--- src/rtl/down_counter.sv ---
// down_counter: loadable down-counter with terminal-count pulse and a
// BUSY / DONE handshake. A LOAD of N produces TC exactly N enabled cycles
// later. When enabled, LOAD has priority over decrementing and over ACK.
//
// Build option: define DOWN_COUNTER_AUTORELOAD_EN to make the counter reload
// from the last loaded value after each terminal count and keep running.
// The ports are the same in both builds.
//
// state  | meaning
// S_IDLE | waiting for LOAD, CNT held
// S_RUN  | counting down, BUSY=1
// S_DONE | terminal count reached, DONE=1 until ACK or LOAD
module down_counter #(
  parameter int WIDTH = 8
) (
  input  logic             CLK,
  input  logic             RST,
  input  logic             ENA,
  input  logic             LOAD,
  input  logic [WIDTH-1:0] DATA,
  input  logic             ACK,
  output logic [WIDTH-1:0] CNT,
  output logic             TC,
  output logic             BUSY,
  output logic             DONE
);

  typedef enum logic [1:0] {
    S_IDLE = 2'd0,
    S_RUN  = 2'd1,
    S_DONE = 2'd2
  } state_t;

  localparam logic [WIDTH-1:0] ZERO = '0;
  localparam logic [WIDTH-1:0] ONE  = {{(WIDTH-1){1'b0}}, 1'b1};

  state_t state;
`ifdef DOWN_COUNTER_AUTORELOAD_EN
  logic [WIDTH-1:0] reload;
`endif

  // State, count and registered outputs. ENA=0 freezes everything except TC,
  // which is always dropped so that a pulse never lasts more than one cycle.
  always_ff @(posedge CLK) begin
    if (!RST) begin
      state <= S_IDLE;
      CNT   <= ZERO;
      TC    <= 1'b0;
      BUSY  <= 1'b0;
      DONE  <= 1'b0;
`ifdef DOWN_COUNTER_AUTORELOAD_EN
      reload <= ZERO;
`endif
    end else if (!ENA) begin
      TC <= 1'b0;
    end else begin
      TC <= 1'b0;
      if (LOAD) begin
        CNT <= DATA;
`ifdef DOWN_COUNTER_AUTORELOAD_EN
        reload <= DATA;
`endif
        if (DATA != ZERO) begin
          state <= S_RUN;
          BUSY  <= 1'b1;
          DONE  <= 1'b0;
        end else begin
          // A load of zero is an immediate terminal count.
          state <= S_DONE;
          BUSY  <= 1'b0;
          DONE  <= 1'b1;
          TC    <= 1'b1;
        end
      end else begin
        case (state)
          S_RUN: begin
            if (CNT == ONE) begin
              CNT <= ZERO;
              TC  <= 1'b1;
`ifndef DOWN_COUNTER_AUTORELOAD_EN
              state <= S_DONE;
              BUSY  <= 1'b0;
              DONE  <= 1'b1;
`endif
            end else if (CNT == ZERO) begin
`ifdef DOWN_COUNTER_AUTORELOAD_EN
              if (reload != ZERO) begin
                CNT <= reload;
              end else begin
                state <= S_DONE;
                BUSY  <= 1'b0;
                DONE  <= 1'b1;
              end
`else
              // Not reachable in the one-shot build; park safely.
              state <= S_DONE;
              BUSY  <= 1'b0;
              DONE  <= 1'b1;
`endif
            end else begin
              CNT <= CNT - ONE;
            end
          end
          S_DONE: begin
            if (ACK) begin
              state <= S_IDLE;
              DONE  <= 1'b0;
            end
          end
          default: ;
        endcase
      end
    end
  end

endmodule

--- config.mk ---
export PLATFORM = sky130hd
export DESIGN_NAME = down_counter
export DESIGN_NICKNAME = d
export VERILOG_FILES = /design/src/rtl/down_counter.sv
export SDC_FILE = /design/constraint.sdc
export NUM_CORES = 1
export LEC_CHECK = 0
export ABC_AREA = 1
export CAP_MARGIN = 20
export CORE_MARGIN = 4
export CORE_UTILIZATION = 51
export CTS_BUF_LIST = sky130_fd_sc_hd__clkbuf_4 sky130_fd_sc_hd__clkbuf_8 sky130_fd_sc_hd__clkbuf_16
export DETAILED_ROUTE_END_ITERATION = 8
export PLACE_DENSITY = 0.84
export SETUP_SLACK_MARGIN = 0.05
export SKIP_LAST_GASP = 1
export SYNTH_ARGS = -nofsm -noshare
export SYNTH_HDL_FRONTEND = slang
export SYNTH_SLANG_ARGS = --single-unit
export TNS_END_PERCENT = 10
--- constraint.sdc ---
create_clock -name CLK -period 2.4 [get_ports CLK]
set_input_delay 0.24 -clock CLK [delete_from_list [all_inputs] [get_ports CLK]]
set_output_delay 0.24 -clock CLK [all_outputs]
set_load 0.05 [all_outputs]
==> results of run 1 <==
==> layer usage <==
layer,part of all wire [%],track usage [%],wire (µm)
met1,43,24.0,947
met4,1.9,8.52,41
met5,0,0,0
met2,50,36.1,1110
met3,4.8,4.15,105
==> worst max-delay path by stage <==
stage	start	end	slack, ns	depth (start not counted)
detailed placement	DATA[4]	state[0]	0.81	7
floorplan	CNT[1]	CNT[5]	0.66	11
global route	CNT[3]	CNT[3]	0.51	1
CTS	CNT[3]	CNT[3]	0.57	1
finish	CNT[3]	CNT[3]	0.58	1
global placement	DATA[1]	state[0]	0.83	7
==> sequential cells by signal (all words and copies together), names as in the netlist <==
register and cells:
TC 1, DONE 1, state 1, CNT 8
BUSY 1
==> Yosys cell counts (all sizes together) <==
cell type  count
clkinv         1
a21boi         1
nor3b          1
ha             3
or2            1
a21oi          2
nand4          1
xnor2          1
xor2           1
nand3         13
nor2          35
dfxtp         12
o21ai          8
nand2         52
inv           15
buf            3
==> power by group through the flow <==
| stage | logic, mW | clock network (mW) | registers (mW) |
|---|---|---|---|
| floorplan | 0.189 | 0 | 0.305 |
| global placement | 0.327 | 0 | 0.246 |
| detailed placement | 0.334 | 0 | 0.247 |
| CTS | 0.336 | 0.128 | 0.242 |
| global route | 0.372 | 0.141 | 0.246 |
| finish | 0.335 | 0.127 | 0.242 |
==> cell usage in the layout, fill, tap and decap left out, drive strengths merged <==
cell,instances
dfxtp,12
ha,3
xnor2,1
nor2,35
nand4,1
o21ai,8
nand3,13
nand2,52
xor2,1
clkbuf,3
a21oi,2
a21boi,1
or2,1
clkdlybuf4s50,23
nor3b,1
inv,15
clkinv,1
buf,1
==> worst reg2reg max path, cell delays in order, from the launching register on <==
cell and delay [ns]:
dfxtp_1 0.40, inv_1 0.11, ha_1 0.21, nand2_2 0.08
clkinv_1 0.07, nand2_2 0.09, nand3_4 0.08, nand2_4 0.16
nand2_1 0.08, nand2_1 0.06, nor2_1 0.06
==> layout make-up <==
cell class | count | area (µm²) | area share (%)
inverter | 16 | 60.1 | 5.10
multi-input combinational | 119 | 586 | 49.7
sequential | 12 | 240 | 20.4
timing repair buffer | 24 | 238 | 20.2
clock buffer | 3 | 22.5 | 1.91
tap | 25 | 31.3 | 2.66
==> cells by family (layout without fill, tap and decap cells) <==
logic type               Yosys count  after routing
adder cells (fa/ha/maj)            3              3
XOR/XNOR                           2              2
AND/OR/NAND/NOR                  103            103
flip-flops                        12             12
AO/OA/AOI/OAI                     11             11
buffers and inverters             19             43
==> out/metrics.cfg, run 1 <==
[sta]
fin_crit_ns = 1.82
hold_ws_ns = 0.521
setup_tns_ns = 0
setup_violations = 0
slew_viol_final = 0
relSlewSlack_pct = 66.4
hold_viol = 0
fin_ws_ns = 0.580
fmax_mhz = 549
tightest_slew_ns = 0.502
period_share_pct = 75.8
worst_clock_skew_ns = 0.00607
rsz0062_at_grt = false

[synthesis]
synth_area_leader_cell = dfxtp_1
synth-xor-area-share_pct = 1.91
yosys_warnings = 0
yosysSeqAreaShare_pct = 26.2
syn-num-nets = 166
synth_top_cell_area_share_pct = 26.2
synth_fa_ha_area_share_pct = 4.10
ys_ff_latch = 12
synth_area_um2 = 916
avgSynthCellArea_um2 = 6.11
synthSimpleGateAreaFrac_pct = 51.2
synth_compound_area_share_pct = 6.69
synthCells = 150
synthTopCellsByArea = dfxtp_1 26%, nand2_1 19%, nor2_1 12%
synth_top_family_by_area = simple AND/OR/NAND/NOR gates
muxShareOfSynthArea_pct = 0
synthDistinctLibCells = 24

[global_route]
first_global_vias = 966
antenna_found_initial = 0
grt_max_degree = 16
grt_usage_pct = 20.5
grt.overflow.total = 0
grt_pass1_wl_mm = 3.98

[critical_path]
max_stage_delay_ns = 0.85
crit_path_start_kind = flip-flop
crit_fanout = 5
cp.buffers_inverters = 1
arrival_ns = 1.58
r2r_start = CNT[1]
r2r.worst_path.cells = 10
critPathSlowestCell = clkdlybuf4s50_1
critPathTopFamily = buffers and inverters
rrSetupSlack_ns = 0.91
critPathRequiredTime_ns = 2.16
crit_type = reg2out
crit_path_end_kind = primary output
timing.rr.end = CNT[2]
path_cells = clkdlybuf4s50_1

[layout]
syn_to_final_growth_pct = 28.6
antenna_cells = 0
drive_gt1_share_pct = 10.9
fill_cells = 162
stdcell_area_um2 = 1180
final_cell_count_no_fill = 199
fin_util_pct = 68.9
nets = 192

[clock_network]
clockBufferDepth = 2
cts_tree = done
hold_buffers = 0
clkTransAtPathRegs_ns = 0.08
ctsHtreeMaxLevel = 1
cts_resized = 0
cts.sinks = 12
cts_inserted_buffers = 3
cts_root_buf = clkbuf_4
clk_latency_ns = 0.28
cts_setup_buffers = 0

[placement]
port_buffers = 23
place.gp.congestion = 0.888
dpl.hpwl_mm = 1.74
dpl_cell_area_um2 = 1150
placed_cells = 196
place_ws_ns = 0.808

[status]
status = finished clean

[power]
p_seq_share_pct = 34.4
p_int_mw = 0.401
ir_drop_mv = 0.420
cellLeakagePower_nw = 0.546
switchingPower_mw = 0.303
power_density_nw_per_um2 = 598
finalPower_mw = 0.705
p_clk_share_pct = 18.0
swShare_pct = 43.1
power.share.combinational_pct = 47.6

[routing]
vias = 966
drt_first_pass_iters = 4
detail_route.wl_per_cell_um = 11.1
routed_wirelength_mm = 2.20
drt_iter0_drc = 12
viasPerCell = 4.85
drc = 0
drtAntennaViolNets = 0

[die]
die_w_um = 50.4
core_area_um2 = 1710
die_h_um = 50.4
std_cell_rows = 15
dieArea_um2 = 2540
pin_count = 24
start_util_pct = 53.6

[worst_hold_path]
min_from = BUSY
worst_hold_path_type = reg2reg
hold_depth = 2
min_to = BUSY

[run]
maxCapViolCount = 0

No activity file was read; power rests on OpenSTA's default activity.
==> inputs of run 2 (changes only) <==
Settings changed: CORE_UTILIZATION 51 to 43, PLACE_DENSITY 0.84 to 0.76.
Clock period 2.4 ns to 1.65 ns, I/O delays scaled along.
==> out/metrics.cfg, run 2 (synthesis gave the netlist of run 1 again) <==
[status]
status = finished clean

[worst_hold_path]
hold_depth = 2  ; unchanged
worst_hold_path_type = reg2reg
min_from = BUSY
min_to = BUSY

[placement]
port_buffers = 23  ; unchanged
dpl.hpwl_mm = 1.71  ; -1.9%
place.gp.congestion = 0.835  ; -5.9%
place_ws_ns = 0.166  ; -0.642 ns
dpl_cell_area_um2 = 1140  ; -1.1%
placed_cells = 199  ; +1.5%

[sta]
hold_viol = 0  ; unchanged
period_share_pct = 93.6
fin_ws_ns = 0.105  ; -0.474 ns
setup_violations = 0  ; unchanged
tightest_slew_ns = 0.490  ; -0.0121 ns
slew_viol_final = 0  ; unchanged
fmax_mhz = 647
relSlewSlack_pct = 67.2  ; +0.81 points
rsz0062_at_grt = false
fin_crit_ns = 1.54
setup_tns_ns = 0  ; unchanged
worst_clock_skew_ns = 0.00641  ; +0.000341 ns

[critical_path]
path_cells = clkdlybuf4s50_1
r2r_start = CNT[1]
rrSetupSlack_ns = 0.29  ; -0.62 ns
crit_fanout = 1  ; -4
timing.rr.end = CNT[3]
r2r.worst_path.cells = 10  ; unchanged
critPathRequiredTime_ns = 1.48  ; -0.68 ns
arrival_ns = 1.38  ; -0.20 ns
cp.buffers_inverters = 1  ; unchanged
critPathSlowestCell = clkdlybuf4s50_1
max_stage_delay_ns = 0.79  ; -0.06 ns
critPathTopFamily = buffers and inverters
crit_path_start_kind = flip-flop
crit_type = reg2out
crit_path_end_kind = primary output

[power]
cellLeakagePower_nw = 0.569  ; +4.1%
ir_drop_mv = 0.524  ; +25%
power_density_nw_per_um2 = 870  ; +45%

[clock_network]
cts_root_buf = clkbuf_4
clkTransAtPathRegs_ns = 0.07  ; about the same
cts.sinks = 12  ; unchanged
ctsHtreeMaxLevel = 1  ; unchanged
cts_resized = 0  ; unchanged
cts_inserted_buffers = 3  ; unchanged
hold_buffers = 0  ; unchanged
clk_latency_ns = 0.27  ; about the same
cts_setup_buffers = 0  ; unchanged
cts_tree = done
clockBufferDepth = 2  ; unchanged

[die]
start_util_pct = 45.7  ; -7.9 points
die_h_um = 54.2  ; +7.5%
dieArea_um2 = 2930  ; +16%
die_w_um = 54.2  ; +7.5%
std_cell_rows = 16  ; +1
core_area_um2 = 2000  ; +17%
pin_count = 24  ; unchanged

[layout]
fill_cells = 210  ; +30%
final_cell_mix = 47 x nand2_1, 30 x nor2_1, 13 x inv_1, 13 x clkdlybuf4s50_1
syn_to_final_growth_pct = 27.2
nets = 193  ; +0.52%
antenna_cells = 0  ; unchanged
fin_util_pct = 58.2  ; -11 points
largest_reg_flops = 8  ; unchanged
drive_gt1_share_pct = 18.3  ; +7.4 points
final_cell_count_no_fill = 202  ; +1.5%
top_register = CNT
final_common_cell = nand2_1
stdcell_area_um2 = 1160  ; -1.1%

[global_route]
first_global_vias = 877  ; -9.2%
antenna_found_initial = 0  ; unchanged
grt_pass1_wl_mm = 3.71  ; -6.9%
grt_max_degree = 16  ; unchanged
grt.overflow.total = 0  ; unchanged
grt_usage_pct = 17.2  ; -3.3 points

[routing]
vias = 970  ; +0.41%
drc = 0  ; unchanged
routed_wirelength_mm = 2.12  ; -3.5%
drt_iter0_drc = 10  ; -2
drt_first_pass_iters = 4  ; unchanged
detail_route.wl_per_cell_um = 10.5  ; -4.9%
drtAntennaViolNets = 0  ; unchanged
viasPerCell = 4.80  ; -1.1%

[run]
maxCapViolCount = 0  ; unchanged

==> run 2: per-stage QoR <==
stage / hold WS, ns / total power, mW
3_5_place_dp: 0.483 / 0.837
2_1_floorplan: 0.314 / 0.720
5_1_grt: 0.554 / 1.09
3_3_place_gp: 0.474 / 0.829
4_1_cts: 0.504 / 1.03
6_report: 0.498 / 1.01
==> run 2: worst register-to-register path, stage by stage, from the launching register on <==
cell,delay (ns)
dfxtp_2,0.36
inv_1,0.08
ha_1,0.19
nand2_2,0.08
clkinv_1,0.06
nand2_2,0.09
nand3_4,0.08
nand2_4,0.16
nand2_1,0.08
nand2_1,0.06
nor2_1,0.04
==> run 2: where the power goes <==
| group | leakage (nW) | switching, mW | internal (mW) |
|---|---|---|---|
| sequential | 0.0995 | 0.0343 | 0.320 |
| combinational | 0.456 | 0.303 | 0.173 |
| clock | 0.0138 | 0.0991 | 0.0845 |
==> run 2: metal layers <==
metal	vias up	track usage [%]	wire, µm
li1	514	-	-
met1	429	19.3	893
met2	25	31.9	1060
met3	2	6.09	163
met4	0	1.24	6
met5	-	0	0
==> run 2: layout make-up <==
type                       count  area [µm²]  share of cell area [%]
multi-input combinational    119         586                    50.3
sequential                    12         243                    20.8
timing repair buffer          25         220                    18.9
inverter                      16        60.1                    5.16
tap                           27        33.8                    2.90
clock buffer                   3        22.5                    1.93
==> run 2: worst max-delay path by stage <==
stage	end	start	slack, ns	cells past startpoint
finish	TC	TC	0.11	1
global route	TC	TC	0.06	1
CTS	TC	TC	0.08	1
detailed placement	state[0]	DATA[1]	0.17	7
global placement	state[0]	DATA[1]	0.18	7
floorplan	CNT[5]	CNT[2]	0.08	10
==> inputs of run 3 (changes only) <==
Settings changed: GPL_ROUTABILITY_DRIVEN from default to 0.
==> results of run 3 <==
The final DEF is identical to that of run 2; final timing and power are the same.
==> variant 1, RTL diff (config.mk and constraints of run 3) <==
Set the parameter `WIDTH` to 9 (it was 8).
--- a/src/rtl/down_counter.sv
+++ b/src/rtl/down_counter.sv
@@ -11,7 +11,7 @@
 // S_RUN  | counting down, BUSY=1
 // S_DONE | terminal count reached, DONE=1 until ACK or LOAD
 module down_counter #(
-  parameter int WIDTH = 8
+  parameter int WIDTH = 9
 ) (
   input  logic             CLK,
   input  logic             RST,
Ports: changed (resized CNT and DATA); port bits go from 24 to 26. The function was not compared with the original's and may differ.
==> variant 1 against run 3 <==
  * Cell area increased by 7.2%
  * Combinational power is 6.5% higher
  * Sequential share of layout area grew 0.20 points
  * Clock power increased by 21%
  * Non-clock buffer count is 4 higher
  * Total power grew 9.2%
  * Routed wire length rose by 9.1%
  * Sequential cell count rose by 1
  * Final cell count rose by 6.9%
  * Synthesized area up 3.7%
  * Worst setup slack got worse by 0.78 ps
  * Largest cell class unchanged
==> variant 1: results (changes against run 3) <==
- For the worst-skew pair, the clock arrives at the later sink with an insertion delay of around 280 ps.
- The diode insertion count for antenna repair is 0 (unchanged).
- The adder-cell area share of the yosys netlist was 3.95% (was 4.10%).
- The relative slew slack came to 67.4% (was 67.2%).
- The first-pass GRT wire length came to 3800 um (was 3710 um).
- The vias per cell was 4.75 (was 4.80).
- The setup slack on the worst flop-to-flop path is 200 ps (was 290 ps).
- The via count of the first global-routing pass is 921 (was 877).
- The end of the worst hold path is DONE (was BUSY).
- The number of inserted filler cells in the final layout came to 196 (was 210).
- The buffer type at the clock tree root is sky130_fd_sc_hd__clkbuf_4 (unchanged).
- The count of nets left with antenna violations after detail routing was 0 (unchanged).
- The fraction of the yosys area taken by sequential cells is 27.4% (was 26.2%).
- The endpoint of the most critical register-to-register path was CNT[0] (was CNT[3]).
- The met3 routed wirelength is 131 um (was 163 um).
- The leakage power of the design is 0.645 nW (was 0.569 nW).
- The count of nets after finishing was 207 (was 193).
- The source of the worst hold timing path is DONE (was BUSY).
- Top cells by area, synth: sky130_fd_sc_hd__dfxtp_1, sky130_fd_sc_hd__nand2_1, sky130_fd_sc_hd__nor2_1 (unchanged).
- The number of iterations in the first detailed-routing pass was 4 (unchanged).
- The switching share of power is 42.6% (was 43.1%).
- The post-placement worst setup slack is 134 ps (was 166 ps).
- The top fanout value on the critical path came to 1 (unchanged).
- The wire length after detailed routing was 2320 um (was 2120 um).
- The net count after synthesis came to 176 (was 166).
- Result of the run: complete, no violations (unchanged).
- The global routing usage on met1 is 23.0% (was 19.3%).
- The flip-flop count of the largest register, all copies and words added is 9 (was 8).
- The area fraction in compound gates after synthesis is 7.51% (was 6.69%).
- The sum of routed wire segments on met1 came to 1040 um (was 893 um).
- The share of the synthesized netlist area taken by xor and xnor gates is 1.84% (was 1.91%).
- The met3 capacity usage during global routing came to 5.09% (was 6.09%).
- The arrival time at the worst endpoint is 1380 ps (about the same).
- The instance count along the most critical hold path is 2 (unchanged).
- The violation count after the first detailed-routing iteration is 24 (was 10).
- The fraction of layout instances using a drive strength above 1 is 19.6% (was 18.3%).
- The worst supply voltage drop on vdd came to 0.667 mV (was 0.524 mV).
- The half-perimeter wire length after detailed placement is 1800 um (was 1710 um).
- The overall fraction of global-route tracks in use is 17.6% (was 17.2%).
- The met2 wirelength from detailed routing came to 1130 um (was 1060 um).
- The global routing met2 resource utilization came to 28.0% (was 31.9%).
- The setup clock skew after layout came to 1.52 ps (was 6.41 ps).
- The pin count of the biggest net entering global routing came to 18 (was 16).
- The port buffer count is 25 (was 23).
- After clock tree synthesis, the clock-pin slew on the worst setup and hold paths is roughly 80 ps.
- Post-synth top cells: sky130_fd_sc_hd__nand2_1, sky130_fd_sc_hd__nor2_1, sky130_fd_sc_hd__inv_1 (unchanged).
[variant 1: cell count changes after synthesis, moves of 2 or more]
cell                             run 3  this run
sky130_fd_sc_hd__nand2_1            47        53
sky130_fd_sc_hd__inv_1              13        16
sky130_fd_sc_hd__nand2_2             4         2
sky130_fd_sc_hd__nand3_1            12        14
sky130_fd_sc_hd__nor2_1             30        28
sky130_fd_sc_hd__nor2_2              2         4
sky130_fd_sc_hd__nor2_4              3         1
[variant 1: how the worst max path moves through the flow]
stage               startpoint     end  slack [ps]  depth (start not counted)
detailed placement      CNT[1]  CNT[0]         130                         10
CTS                         TC      TC          90                          1
finish                      TC      TC         100                          1
floorplan               CNT[1]  CNT[3]          70                         11
global placement        CNT[1]  CNT[4]         170                         10
global route                TC      TC          40                          1
[variant 1: final cells by class]
class                           instances  area (um^2)  share of cell area [%]
Clock buffer                            4         30.0                    2.40
Inverter                               20         76.3                    6.11
Multi-Input combinational cell        123          593                    47.5
Sequential cell                        13          263                    21.0
Tap cell                               27         33.8                    2.71
Timing Repair Buffer                   29          253                    20.2
[variant 1: power groups by stage]
| stage | Combinational, mW | Sequential (mW) | Clock [mW] |
|---|---|---|---|
| after detailed placement | 0.502 | 0.383 | 0 |
| after floorplan | 0.275 | 0.475 | 0 |
| final | 0.507 | 0.376 | 0.223 |
| after global routing | 0.563 | 0.381 | 0.250 |
| after CTS | 0.504 | 0.376 | 0.238 |
| after global placement | 0.497 | 0.381 | 0 |
[variant 1: per-stage QoR]
stage / area, um^2 / cells / hold slack (ps)
after floorplan: 952 / 159 / 295
after global placement: 1210 / 212 / 487
after detailed placement: 1210 / 212 / 504
after CTS: 1240 / 216 / 516
after global routing: 1250 / 216 / 542
final: 1250 / 216 / 514
==> variant 2, RTL diff (settings of run 3) <==
Made on the original files. Re-encode `state_t` (3 states) as one-hot, 3 bits wide.
--- a/src/rtl/down_counter.sv
+++ b/src/rtl/down_counter.sv
@@ -25,10 +25,10 @@
   output logic             DONE
 );
 
-  typedef enum logic [1:0] {
-    S_IDLE = 2'd0,
-    S_RUN  = 2'd1,
-    S_DONE = 2'd2
+  typedef enum logic [2:0] {
+    S_IDLE = 3'b001,
+    S_RUN  = 3'b010,
+    S_DONE = 3'b100
   } state_t;
 
   localparam logic [WIDTH-1:0] ZERO = '0;
Behaviour: same outputs for any inputs over 10 cycles, from zero or initial values and one cycle with RST low; not proved beyond that.
==> variant 2 against run 3 <==
  * Total power is 0.29% lower
  * Cell area is 4.1% higher
  * Combinational power is 9.0% lower
  * Via count is 2.1% higher
  * Synthesized area is 4.2% higher
  * Worst setup slack better by 140 ps
  * Fmax is 10% higher
  * Register-to-register slack worse by 40 ps
  * Clock skew is 4.7 ps lower
  * Sequential cell count is 1 higher
  * Routed wire length is 0.38% lower
  * Critical path type is now reg2reg
  * Critical endpoint is now CNT[7]
  * Largest power group unchanged
==> variant 2: results (changes against run 3) <==
- Result of the run: complete, no violations (unchanged).
- The count of cell types in the netlist is 23 (was 24).
- The average cell area after synthesis is 6.20 um^2 (was 6.11 um^2).
- The setup slack on the worst flop-to-flop path is 250 ps (was 290 ps).
- The first-pass GRT wire length is 3810 um (was 3710 um).
- The multiplexer fraction of the synthesized cell area is 0% (unchanged).
- The launch point of the worst path is CNT[0] (was TC).
- The kind of cell with the highest combined delay on the critical path is simple AND/OR/NAND/NOR gates (was buffers and inverters).
- The area fraction in compound gates after synthesis came to 7.86% (was 6.69%).
- The final critical delay including setup and external delays was 1400 ps (was 1540 ps).
- The violation count after the first detailed-routing iteration is 15 (was 10).
- The largest registers in the layout are CNT (8), state (2).
- The average wire per cell in the routed design was 10.3 um (was 10.5 um).
- The timing endpoint of the critical path is CNT[7] (was TC).
- The fraction of the yosys area taken by sequential cells is 27.3% (was 26.2%).
- The worst supply voltage drop on vdd was 0.618 mV (was 0.524 mV).
- Top cells by area, synth: sky130_fd_sc_hd__dfxtp_1, sky130_fd_sc_hd__nand2_1, sky130_fd_sc_hd__nor2_1 (unchanged).
- The class of the tightest hold or removal check is reg2reg (unchanged).
- Post-synth top cells: sky130_fd_sc_hd__nand2_1, sky130_fd_sc_hd__nor2_1, sky130_fd_sc_hd__dfxtp_1 (was sky130_fd_sc_hd__nand2_1, sky130_fd_sc_hd__nor2_1, sky130_fd_sc_hd__inv_1).
- The net count after synthesis is 170 (was 166).
- The fraction of layout instances using a drive strength above 1 is 18.4% (was 18.3%).
- The post-placement worst setup slack is 101 ps (was 166 ps).
- The pin count of the biggest net entering global routing came to 15 (was 16).
- The stage delay of the slowest cell on the critical path came to 340 ps (was 790 ps).
- The arrival time at the worst endpoint is 1590 ps (was 1380 ps).
- The leakage power of the design is 0.604 nW (was 0.569 nW).
- The adder-cell area share of the yosys netlist is 3.93% (was 4.10%).
- The worst reg2reg path depth is 9 (was 10).
- The number of inserted filler cells in the final layout is 207 (was 210).
- The instance area at placement is 1180 um^2 (was 1140 um^2).
- The half-perimeter wire length after detailed placement was 1680 um (was 1710 um).
- The share of flip-flops with an asynchronous set or reset after synthesis came to 0% (unchanged).
- The setup clock skew after layout is 1.74 ps (was 6.41 ps).
- The wire length after detailed routing is 2120 um (about the same).
- The via count of the first global-routing pass is 929 (was 877).
- The relative slew slack was 66.3% (was 67.2%).
- The master of the slowest instance on the critical path is sky130_fd_sc_hd__dfxtp_2 (was sky130_fd_sc_hd__clkdlybuf4s50_1).
- The endpoint of the most critical register-to-register path is CNT[7] (was CNT[3]).
- The top fanout value on the critical path was 14 (was 1).
- The count of nets after finishing is 196 (was 193).
- The total number of vias came to 990 (was 970).
- The overall fraction of global-route tracks in use was 17.8% (was 17.2%).
- The share of the synthesized netlist area taken by xor and xnor gates is 2.75% (was 1.91%).
==> variant 2: worst min-delay path by stage <==
stage | depth (start not counted) | start | end | slack, ps
6_report | 2 | state[0] | state[0] | 500
5_1_grt | 2 | state[0] | state[0] | 530
4_1_cts | 2 | state[0] | state[0] | 500
3_5_place_dp | 2 | BUSY | BUSY | 480
2_1_floorplan | 2 | RST | CNT[1] | 270
3_3_place_gp | 2 | state[0] | state[0] | 480
==> variant 2: metal layers <==
layer / GRT usage, % / part of all wire [%]
met2: 29.7 / 47
met5: 0 / 0
met4: 8.50 / 1.5
met3: 6.43 / 4.9
met1: 19.9 / 46
==> variant 2: cell type report <==
class,instances,area [um^2],share of cell area (%)
inverter,13,48.8,4.02
sequential,13,263,21.7
clock inverter,1,5.00,0.413
multi-input combinational,125,624,51.5
clock buffer,3,22.5,1.86
timing repair buffer,24,215,17.8
tap,27,33.8,2.79
==> variant 2: worst min-delay path, cell delays in order (launching register included) <==
cell and delay [ps]:
sky130_fd_sc_hd__dfxtp_1 340, sky130_fd_sc_hd__nand2_1 70, sky130_fd_sc_hd__nand3_1 50
==> variant 2: repair_timing <==
action | in CTS | in global routing
gates resized for setup | 0 | 2
endpoints found under the hold margin | 0 | 0
setup buffers | 0 | 0
setup endpoints to repair | 0 | 4
==> variant 2: per-stage QoR <==
step | hold WS (ps) | total power, mW
5_1_grt | 533 | 1.10
4_1_cts | 502 | 1.02
6_report | 498 | 1.01
2_1_floorplan | 273 | 0.703
3_3_place_gp | 475 | 0.807
3_5_place_dp | 485 | 0.813
==> variant 2: logic make-up (layout without fill, tap and decap cells) <==
family,after synthesis,after routing
AO/OA/AOI/OAI,12,12
XOR/XNOR,3,3
adder cells (fa/ha/maj),3,3
buffers and inverters,16,41
flip-flops,13,13
AND/OR/NAND/NOR,107,107
==> variant 2: report_power, final <==
group | switching (mW) | internal, mW
logic | 0.274 | 0.159
registers | 0.0300 | 0.342
clock network | 0.115 | 0.0902
total | 0.419 | 0.591
